--- config.mk ---
export PLATFORM = sky130hd
export DESIGN_NAME = dvi_tmds_encoder
export DESIGN_NICKNAME = d
export VERILOG_FILES = /design/src/rtl/tmds_pkg.sv /design/src/rtl/tmds_channel_enc.sv /design/src/rtl/dvi_tmds_encoder.sv
export SDC_FILE = /design/constraint.sdc
export NUM_CORES = 1
export LEC_CHECK = 0
export ABC_AREA = 1
export CORE_ASPECT_RATIO = 0.5
export CORE_MARGIN = 5
export CORE_UTILIZATION = 54
export CTS_CLUSTER_SIZE = 12
export DETAILED_ROUTE_END_ITERATION = 16
export PLACE_DENSITY = 0.77
export REMOVE_ABC_BUFFERS = 1
export SYNTH_ARGS = -nofsm -noshare
export SYNTH_HDL_FRONTEND = slang
export SYNTH_SLANG_ARGS = --single-unit
--- constraint.sdc ---
create_clock -name PixelClk -period 4.06 [get_ports PixelClk]
set_input_delay 0.812 -clock PixelClk [delete_from_list [all_inputs] [get_ports PixelClk]]
set_output_delay 0.812 -clock PixelClk [all_outputs]
set_load 0.01 [all_outputs]
--- src/rtl/tmds_pkg.sv ---
// Shared constants and helpers for the DVI TMDS encoder.
//   CNT_W       : width of the signed running-disparity counter
//   CTL_00..11  : 10-bit control tokens sent during blanking, indexed {C1,C0}
//   CTL_NONE    : control pair for channels that carry no sync
//   n1_of()     : number of ones in an 8-bit value
package tmds_pkg;

  localparam int unsigned CNT_W = 6;

  localparam logic [9:0] CTL_00 = 10'h354;
  localparam logic [9:0] CTL_01 = 10'h0AB;
  localparam logic [9:0] CTL_10 = 10'h154;
  localparam logic [9:0] CTL_11 = 10'h2AB;

  localparam logic [1:0] CTL_NONE = 2'b00;

  function automatic logic [3:0] n1_of(input logic [7:0] d);
    logic [3:0] s;
    s = '0;
    for (int unsigned i = 0; i < 8; i++) begin
      s = s + {3'b000, d[i]};
    end
    return s;
  endfunction

endpackage

--- src/rtl/tmds_channel_enc.sv ---
// Single TMDS channel encoder: 3-stage pipeline, one 10-bit symbol per clock.
//   PixelClk : pixel clock, rising edge
//   RstB     : synchronous active-low reset
//   De       : 1 = encode D, 0 = send control token for C
//   C[1:0]   : control bits {C1,C0} used while De=0
//   D[7:0]   : pixel byte
//   Q[9:0]   : registered TMDS symbol, valid 3 edges after inputs are sampled
module tmds_channel_enc
  import tmds_pkg::*;
(
  input  logic       PixelClk,
  input  logic       RstB,
  input  logic       De,
  input  logic [1:0] C,
  input  logic [7:0] D,
  output logic [9:0] Q
);

  localparam logic signed [CNT_W-1:0] TWO = CNT_W'(2);

  // Stage 1: captured inputs and their popcount
  logic [7:0] d1_q;
  logic       de1_q;
  logic [1:0] c1_q;
  logic [3:0] n1d1_q;

  // Stage 2: transition-minimised word and its ones/zeros balance
  logic [8:0] qm2_q, qm2_d;
  logic [3:0] n1_2_q, n1_2_d;
  logic [3:0] n0_2_q, n0_2_d;
  logic       de2_q;
  logic [1:0] c2_q;

  // Stage 3: output symbol and running disparity
  logic [9:0]              q3_q, q3_d;
  logic signed [CNT_W-1:0] cnt_q, cnt_d;

  always_ff @(posedge PixelClk) begin
    if (!RstB) begin
      d1_q   <= '0;
      de1_q  <= 1'b0;
      c1_q   <= '0;
      n1d1_q <= '0;
    end else begin
      d1_q   <= D;
      de1_q  <= De;
      c1_q   <= C;
      n1d1_q <= n1_of(D);
    end
  end

  // XNOR chain when the byte is ones-heavy (ties broken by D[0]); q_m[8]
  // records which chain was used so the decoder can undo it.
  always_comb begin
    logic       use_xnor;
    logic [8:0] qm_v;
    use_xnor = (n1d1_q > 4'd4) || ((n1d1_q == 4'd4) && !d1_q[0]);
    qm_v     = '0;
    qm_v[0]  = d1_q[0];
    for (int unsigned i = 1; i < 8; i++) begin
      qm_v[i] = use_xnor ? ~(qm_v[i-1] ^ d1_q[i]) : (qm_v[i-1] ^ d1_q[i]);
    end
    qm_v[8] = ~use_xnor;
    qm2_d   = qm_v;
    n1_2_d  = n1_of(qm_v[7:0]);
    n0_2_d  = 4'd8 - n1_2_d;
  end

  always_ff @(posedge PixelClk) begin
    if (!RstB) begin
      qm2_q  <= '0;
      n1_2_q <= '0;
      n0_2_q <= '0;
      de2_q  <= 1'b0;
      c2_q   <= '0;
    end else begin
      qm2_q  <= qm2_d;
      n1_2_q <= n1_2_d;
      n0_2_q <= n0_2_d;
      de2_q  <= de1_q;
      c2_q   <= c1_q;
    end
  end

  // Pick inversion to steer the running disparity back towards zero.
  // The counter update equals the disparity of the emitted 10-bit symbol.
  always_comb begin
    logic signed [CNT_W-1:0] n1_s;
    logic signed [CNT_W-1:0] n0_s;
    logic signed [CNT_W-1:0] diff;
    logic                    q8;
    logic                    cnt_pos;
    logic                    cnt_neg;
    n1_s    = CNT_W'(n1_2_q);
    n0_s    = CNT_W'(n0_2_q);
    diff    = n1_s - n0_s;
    q8      = qm2_q[8];
    cnt_neg = cnt_q[CNT_W-1];
    cnt_pos = !cnt_neg && (cnt_q != '0);
    q3_d    = CTL_00;
    cnt_d   = cnt_q;
    if (!de2_q) begin
      cnt_d = '0;
      unique case (c2_q)
        2'b00:   q3_d = CTL_00;
        2'b01:   q3_d = CTL_01;
        2'b10:   q3_d = CTL_10;
        default: q3_d = CTL_11;
      endcase
    end else if ((cnt_q == '0) || (n1_2_q == n0_2_q)) begin
      q3_d  = {~q8, q8, (q8 ? qm2_q[7:0] : ~qm2_q[7:0])};
      cnt_d = q8 ? (cnt_q + diff) : (cnt_q - diff);
    end else if ((cnt_pos && (n1_2_q > n0_2_q)) || (cnt_neg && (n0_2_q > n1_2_q))) begin
      q3_d  = {1'b1, q8, ~qm2_q[7:0]};
      cnt_d = cnt_q + (q8 ? TWO : '0) - diff;
    end else begin
      q3_d  = {1'b0, q8, qm2_q[7:0]};
      cnt_d = cnt_q - (q8 ? '0 : TWO) + diff;
    end
  end

  always_ff @(posedge PixelClk) begin
    if (!RstB) begin
      q3_q  <= CTL_00;
      cnt_q <= '0;
    end else begin
      q3_q  <= q3_d;
      cnt_q <= cnt_d;
    end
  end

  assign Q = q3_q;

endmodule

--- src/rtl/dvi_tmds_encoder.sv ---
// Three-channel DVI TMDS encoder for the 720p timing generator output.
//   PixelClk : pixel clock, rising edge
//   RstB     : synchronous active-low reset
//   VideoDE  : 1 = active pixel, 0 = blanking
//   VideoHS  : horizontal sync, carried on blue C0
//   VideoVS  : vertical sync, carried on blue C1
//   VideoDin : pixel {R[23:16], G[15:8], B[7:0]}
//   TmdsCh0  : blue symbol
//   TmdsCh1  : green symbol
//   TmdsCh2  : red symbol
// Symbols appear 3 register stages after the inputs are sampled.
module dvi_tmds_encoder
  import tmds_pkg::*;
(
  input  logic        PixelClk,
  input  logic        RstB,
  input  logic        VideoDE,
  input  logic        VideoHS,
  input  logic        VideoVS,
  input  logic [23:0] VideoDin,
  output logic [9:0]  TmdsCh0,
  output logic [9:0]  TmdsCh1,
  output logic [9:0]  TmdsCh2
);

  tmds_channel_enc u_ch0_blue (
    .PixelClk (PixelClk),
    .RstB     (RstB),
    .De       (VideoDE),
    .C        ({VideoVS, VideoHS}),
    .D        (VideoDin[7:0]),
    .Q        (TmdsCh0)
  );

  tmds_channel_enc u_ch1_green (
    .PixelClk (PixelClk),
    .RstB     (RstB),
    .De       (VideoDE),
    .C        (CTL_NONE),
    .D        (VideoDin[15:8]),
    .Q        (TmdsCh1)
  );

  tmds_channel_enc u_ch2_red (
    .PixelClk (PixelClk),
    .RstB     (RstB),
    .De       (VideoDE),
    .C        (CTL_NONE),
    .D        (VideoDin[23:16]),
    .Q        (TmdsCh2)
  );

endmodule

==> results of run 1 <==
state kept, by name, indices dropped and copies added (netlist names), 8 cells and up, named ones only:
name               cells
u_ch2_red.d1_q         8
u_ch0_blue.qm2_q       9
u_ch2_red.Q           10
u_ch1_green.qm2_q      9
u_ch1_green.Q         10
u_ch0_blue.d1_q        8
u_ch0_blue.Q          10
u_ch1_green.d1_q       8
u_ch2_red.qm2_q        9
power by group through the flow:
stage,Combinational (W),Clock [W],Sequential [W]
2_1_floorplan,0.00450,0,0.00164
3_3_place_gp,0.00535,0,0.00165
3_5_place_dp,0.00562,0,0.00165
4_1_cts,0.00571,0.00169,0.00163
5_1_grt,0.00663,0.00176,0.00165
6_report,0.00573,0.00167,0.00163
worst min path at each step:
stage / end / cells past startpoint / slack, ns
final: u_ch1_green.de2_q / 2 / 0.42
after global routing: register / 2 / 0.44
after CTS: u_ch1_green.de2_q / 2 / 0.42
after detailed placement: u_ch1_green.de2_q / 2 / 0.41
after global placement: u_ch0_blue.c2_q[1] / 2 / 0.40
after floorplan: u_ch0_blue.c2_q[0] / 2 / 0.39
cell type report:
cell class / count / area (sq um)
Multi-Input combinational cell: 659 / 4800
Tap cell: 204 / 255
Inverter: 233 / 875
Clock inverter: 13 / 194
Timing Repair Buffer: 63 / 613
Sequential cell: 135 / 2710
Fill cell: 1237 / 5430
Clock buffer: 19 / 453
per-stage QoR:
stage | std cells | util (%)
6_report | 1326 | 64.6
5_1_grt | 1326 | 64.6
4_1_cts | 1326 | 64.4
3_5_place_dp | 1294 | 60.1
3_3_place_gp | 1294 | 60.1
2_1_floorplan | 1027 | -
Yosys cell counts, drive strengths merged (4+ instances only):
cell type	number	area, sq um
a21oi	66	330
a31oi	4	25.0
buf	4	21.3
clkbuf	12	45.0
dfxtp	135	2700
fa	39	781
ha	94	1180
inv	232	871
nand2	177	727
nand3	67	345
nand4	5	31.3
nor2	54	205
o21ai	51	278
or2	16	100
xnor2	26	250
xor2	41	393
critical path: stages, from the launching register on:
cell     delay (ns)
dfxtp_2        0.38
inv_1          0.05
o31ai_1        0.18
nand2_1        0.11
xnor2_1        0.16
ha_1           0.29
inv_1          0.05
fa_1           0.47
inv_1          0.05
fa_1           0.46
fa_1           0.41
fa_1           0.39
or2_2          0.31
nand2_1        0.10
nor3_1         0.06
o21ai_1        0.15
inv_1          0.06
per-layer routing:
metal  global-route usage [%]  vias to the layer above  routed length [microns]
li1                         -                     3346                        -
met1                     21.7                     3116                     7140
met2                     35.8                      125                     8680
met3                     3.43                       48                      605
met4                     8.45                        0                      468
met5                        0                        -                        0
cell families after synthesis:
kind of cell	Yosys count	share of synthesized area, %
buf+inv	249	11.2
flops	135	32.1
simple gates	325	17.2
fa+ha+maj	133	23.2
xor+xnor	67	7.64
compound gates	134	8.69
==> impl_metrics.json, run 1 <==
{
  "hpwl_mm": 12.7,
  "reg2reg_setup_slack_ns": 0.26,
  "tns_ns": 0,
  "power_w": 0.00903,
  "viasPerCell": 5.00,
  "numCtsBuffers": 17,
  "synth_area_per_cell_sq_um": 8.07,
  "reg2reg_to": "u_ch2_red.n0_2_q[3]",
  "die_w_microns": 187,
  "hold_violations": 0,
  "worst_ep_required_time_ns": 4.36,
  "slew_viol_final": 0,
  "wl_per_cell_microns": 12.7,
  "final.setup.worst_slack_ns": 0.257,
  "syn_area_sq_mm": 0.00842,
  "drt_iter0_markers": 326,
  "post_dp_cell_area_sq_mm": 0.00922,
  "power_frac_seq_pct": 18.0,
  "wirelength_mm": 16.9,
  "design_area_sq_mm": 0.00990,
  "worst-path-max-fanout": 4,
  "htreeDepth": 4,
  "setup_viol": 0,
  "syn_to_final_growth_pct": 17.6,
  "grt_max_degree": 49,
  "clkLatencyLatePin_ns": 0.42,
  "dieArea_sq_mm": 0.0183,
  "synth-seq-cells": 135,
  "hp-start": "u_ch1_green.de1_q",
  "cts_tree": "done",
  "drive_gt1_share_pct": 9.00,
  "max_freq_mhz": 263,
  "finalCritPeriodShare_pct": 93.7,
  "ys_types": 41,
  "cp-startpoint": "u_ch2_red.d1_q[0]",
  "startpoint_type": "register",
  "antenna_left": 0,
  "swShare_pct": 45.4,
  "critical_path_class": "reg -> reg",
  "final_cell_mix": "inv_1 (220), nand2_1 (158), dfxtp_1 (132), ha_1 (94), a21oi_1 (66)",
  "num_vias": 6635,
  "async_reset_ff_share_pct": 0,
  "power_leakage_nw": 5.12,
  "outcome": "finished clean",
  "fp.dieH_microns": 98.3,
  "nNetsFinal": 1271,
  "slew_headroom_pct": 38.8,
  "syn_inst": 1043,
  "post_cts_buffers": 0,
  "diodes": 0,
  "gr-total-overflow": 0,
  "port_buffers": 58,
  "max-vdd-ir-drop_mv": 0.431,
  "synth_edf_count": 0,
  "rows": 32,
  "cts_sinks": 135,
  "grt_pass1_wl_mm": 29.7,
  "worst_r2r_startpoint": "u_ch2_red.d1_q[0]",
  "reg2reg_depth": 16,
  "fin_worst_skew_ns": 0.00714,
  "cts-resized-gates": 0,
  "ios": 59,
  "cts_hold_buf": 0,
  "cap_violations": 0,
  "dr.pass1.iters": 5,
  "min_period_ns": 3.80,
  "grt_usage_pct": 19.2,
  "final_common_cell": "inv_1",
  "grt_pass1_vias": 6858,
  "clockBufferDepth": 2,
  "ys_seq_area_share_pct": 32.1,
  "synth-main-ff-cell": "dfxtp_1",
  "crit_end": "u_ch2_red.n0_2_q[3]",
  "internal_power_w": 0.00493,
  "core_area_sq_mm": 0.0153,
  "initial_core_util_pct": 54.9,
  "netSwitchingPower_w": 0.00410,
  "holdWs_ns": 0.418,
  "antenna_found_initial": 0,
  "pwr-share-clk_pct": 18.5,
  "end_kind": "register",
  "hold_class": "reg -> reg",
  "post-place-ws_ns": 0.156,
  "ctsRootBufferMaster": "clkbuf_16",
  "gp_congestion": 0.885,
  "p_comb_share_pct": 63.5,
  "critPathArrivalTime_ns": 4.11,
  "yosys_warnings": 0,
  "drc": 0,
  "clkTransAtPathRegs_ns": 0.06,
  "powerDensity_mw_per_mm2": 912,
  "max_slew.worst_pin.slew_ns": 0.918
}
No activity file was read; power rests on OpenSTA's default activity.
==> run 2: changes to the inputs <==
--- a/config.mk
+++ b/config.mk
@@ -7,7 +7,7 @@
 export LEC_CHECK = 0
 export ABC_AREA = 1
 export CORE_ASPECT_RATIO = 0.5
-export CORE_MARGIN = 5
+export CORE_MARGIN = 8
 export CORE_UTILIZATION = 54
 export CTS_CLUSTER_SIZE = 12
 export DETAILED_ROUTE_END_ITERATION = 16
==> run 2 against run 1 <==
Combinational power barely moved. Worst hold slack worse by 0.0012 ns. Utilization decreased by 0.25 points. Routed wire length down 1.9%. Critical path type unchanged. Critical endpoint is now u_ch1_green.n0_2_q[2]. Largest cell class unchanged. Largest power group unchanged. Highest routed layer is now met5.
==> impl_metrics.json, run 2 (same netlist as run 1, synthesis figures left out) <==
{
  "grt_max_degree": 50,
  "hpwl_mm": 12.5,
  "fp.dieH_microns": 104,
  "clkLatencyLatePin_ns": 0.42,
  "numCtsBuffers": 17,
  "grt_usage_pct": 17.4,
  "hold_violations": 0,
  "slew_viol_final": 0,
  "hold_class": "reg -> reg",
  "powerDensity_mw_per_mm2": 901,
  "antenna_left": 0,
  "grt_pass1_wl_mm": 28.9,
  "drive_gt1_share_pct": 9.08,
  "htreeDepth": 4,
  "end_kind": "register",
  "min_period_ns": 3.87,
  "nNetsFinal": 1272,
  "worst_r2r_startpoint": "u_ch1_green.d1_q[0]",
  "port_buffers": 58,
  "critPathArrivalTime_ns": 4.17,
  "critical_path_class": "reg -> reg",
  "gr-total-overflow": 0,
  "grt_pass1_vias": 6711,
  "clockBufferDepth": 2,
  "drc": 0,
  "slew_headroom_pct": 38.2,
  "finalCritPeriodShare_pct": 95.2,
  "startpoint_type": "register",
  "post_cts_buffers": 0,
  "final.setup.worst_slack_ns": 0.193,
  "die_w_microns": 193,
  "final_common_cell": "inv_1",
  "hp-start": "u_ch1_green.de1_q",
  "cap_violations": 0,
  "dp_cells": 1295,
  "syn_to_final_growth_pct": 17.1,
  "tns_ns": 0,
  "max_slew.worst_pin.slew_ns": 0.926,
  "worst-path-max-fanout": 4,
  "grt_setup_unrepaired": "no",
  "max_freq_mhz": 259,
  "power_w": 0.00888,
  "antenna_found_initial": 1,
  "dieArea_sq_mm": 0.0201,
  "cts_sinks": 135,
  "fin_worst_skew_ns": 0.0107,
  "initial_core_util_pct": 54.9,
  "core_area_sq_mm": 0.0153,
  "ios": 59,
  "setup_viol": 0,
  "cp-startpoint": "u_ch1_green.d1_q[0]",
  "wl_per_cell_microns": 12.5,
  "ctsRootBufferMaster": "clkbuf_16",
  "wirelength_mm": 16.6,
  "worst_ep_required_time_ns": 4.36,
  "gp_congestion": 0.870,
  "power_leakage_nw": 5.10,
  "dr.pass1.iters": 4,
  "max-vdd-ir-drop_mv": 0.382,
  "fin_cells": 1327,
  "cts_hold_buf": 0,
  "outcome": "finished clean",
  "viasPerCell": 4.94,
  "cts_tree": "done",
  "final_cell_mix": "inv_1 (220), nand2_1 (158), dfxtp_1 (132), ha_1 (94), a21oi_1 (66)",
  "clkTransAtPathRegs_ns": 0.07,
  "post-place-ws_ns": 0.123,
  "diodes": 0,
  "num_vias": 6550,
  "drt_iter0_markers": 336,
  "rows": 32
}
[run 2: layer usage]
metal | track usage [%] | wire length [microns] | up-vias
met5 | 0 | 12 | -
met4 | 7.00 | 331 | 2
met3 | 4.38 | 545 | 29
met2 | 31.0 | 8340 | 93
met1 | 19.5 | 7360 | 3064
li1 | - | - | 3362
[run 2: metrics by stage]
| stage | area [sq um] | hold WS (ns) | util, % |
|---|---|---|---|
| after detailed placement | 9230 | 0.403 | 60.2 |
| after global routing | 9860 | 0.443 | 64.3 |
| after CTS | 9830 | 0.420 | 64.1 |
| after floorplan | 8350 | 0.390 | - |
| after global placement | 9230 | 0.411 | 60.2 |
| final | 9860 | 0.417 | 64.3 |
[run 2: power breakdown]
group          leakage, nW  internal, W  switching, W  total (W)
clock network        0.290     0.000880      0.000676    0.00156
registers             1.11      0.00153     0.0000962    0.00162
logic                 3.70      0.00234       0.00336    0.00570
[run 2: critical path, cell delays in order, from the launching register on]
cell and delay, ns:
dfxtp_2 0.37, inv_1 0.06, o31ai_2 0.20, nand2_2 0.09, xor2_1 0.17, inv_1 0.06, ha_1 0.27, inv_1 0.06
fa_1 0.53, inv_1 0.05, fa_1 0.47, fa_1 0.39, inv_1 0.08, fa_1 0.46, ha_1 0.24, o21ai_0 0.18
a21oi_1 0.06
[run 2: layout make-up]
| class | instances | area (sq um) |
|---|---|---|
| clock buffer | 17 | 425 |
| clock inverter | 15 | 178 |
| fill | 1260 | 5470 |
| inverter | 233 | 875 |
| multi-input combinational | 659 | 4800 |
| sequential | 135 | 2710 |
| tap | 204 | 255 |
| timing repair buffer | 64 | 621 |
[run 2: final timing paths]
check,depth (start not counted),endpoint,slack [ns]
worst max-delay path,16,u_ch1_green.n0_2_q[2],0.19
worst min-delay path,2,u_ch1_green.de2_q,0.42
worst max register to register,16,u_ch1_green.n0_2_q[2],0.19
worst min register to register,2,u_ch1_green.de2_q,0.42
[run 2: timing repair]
action,CTS,global route
resized for setup,0,7
endpoints found under the hold margin,0,0
setup endpoints to repair,0,7
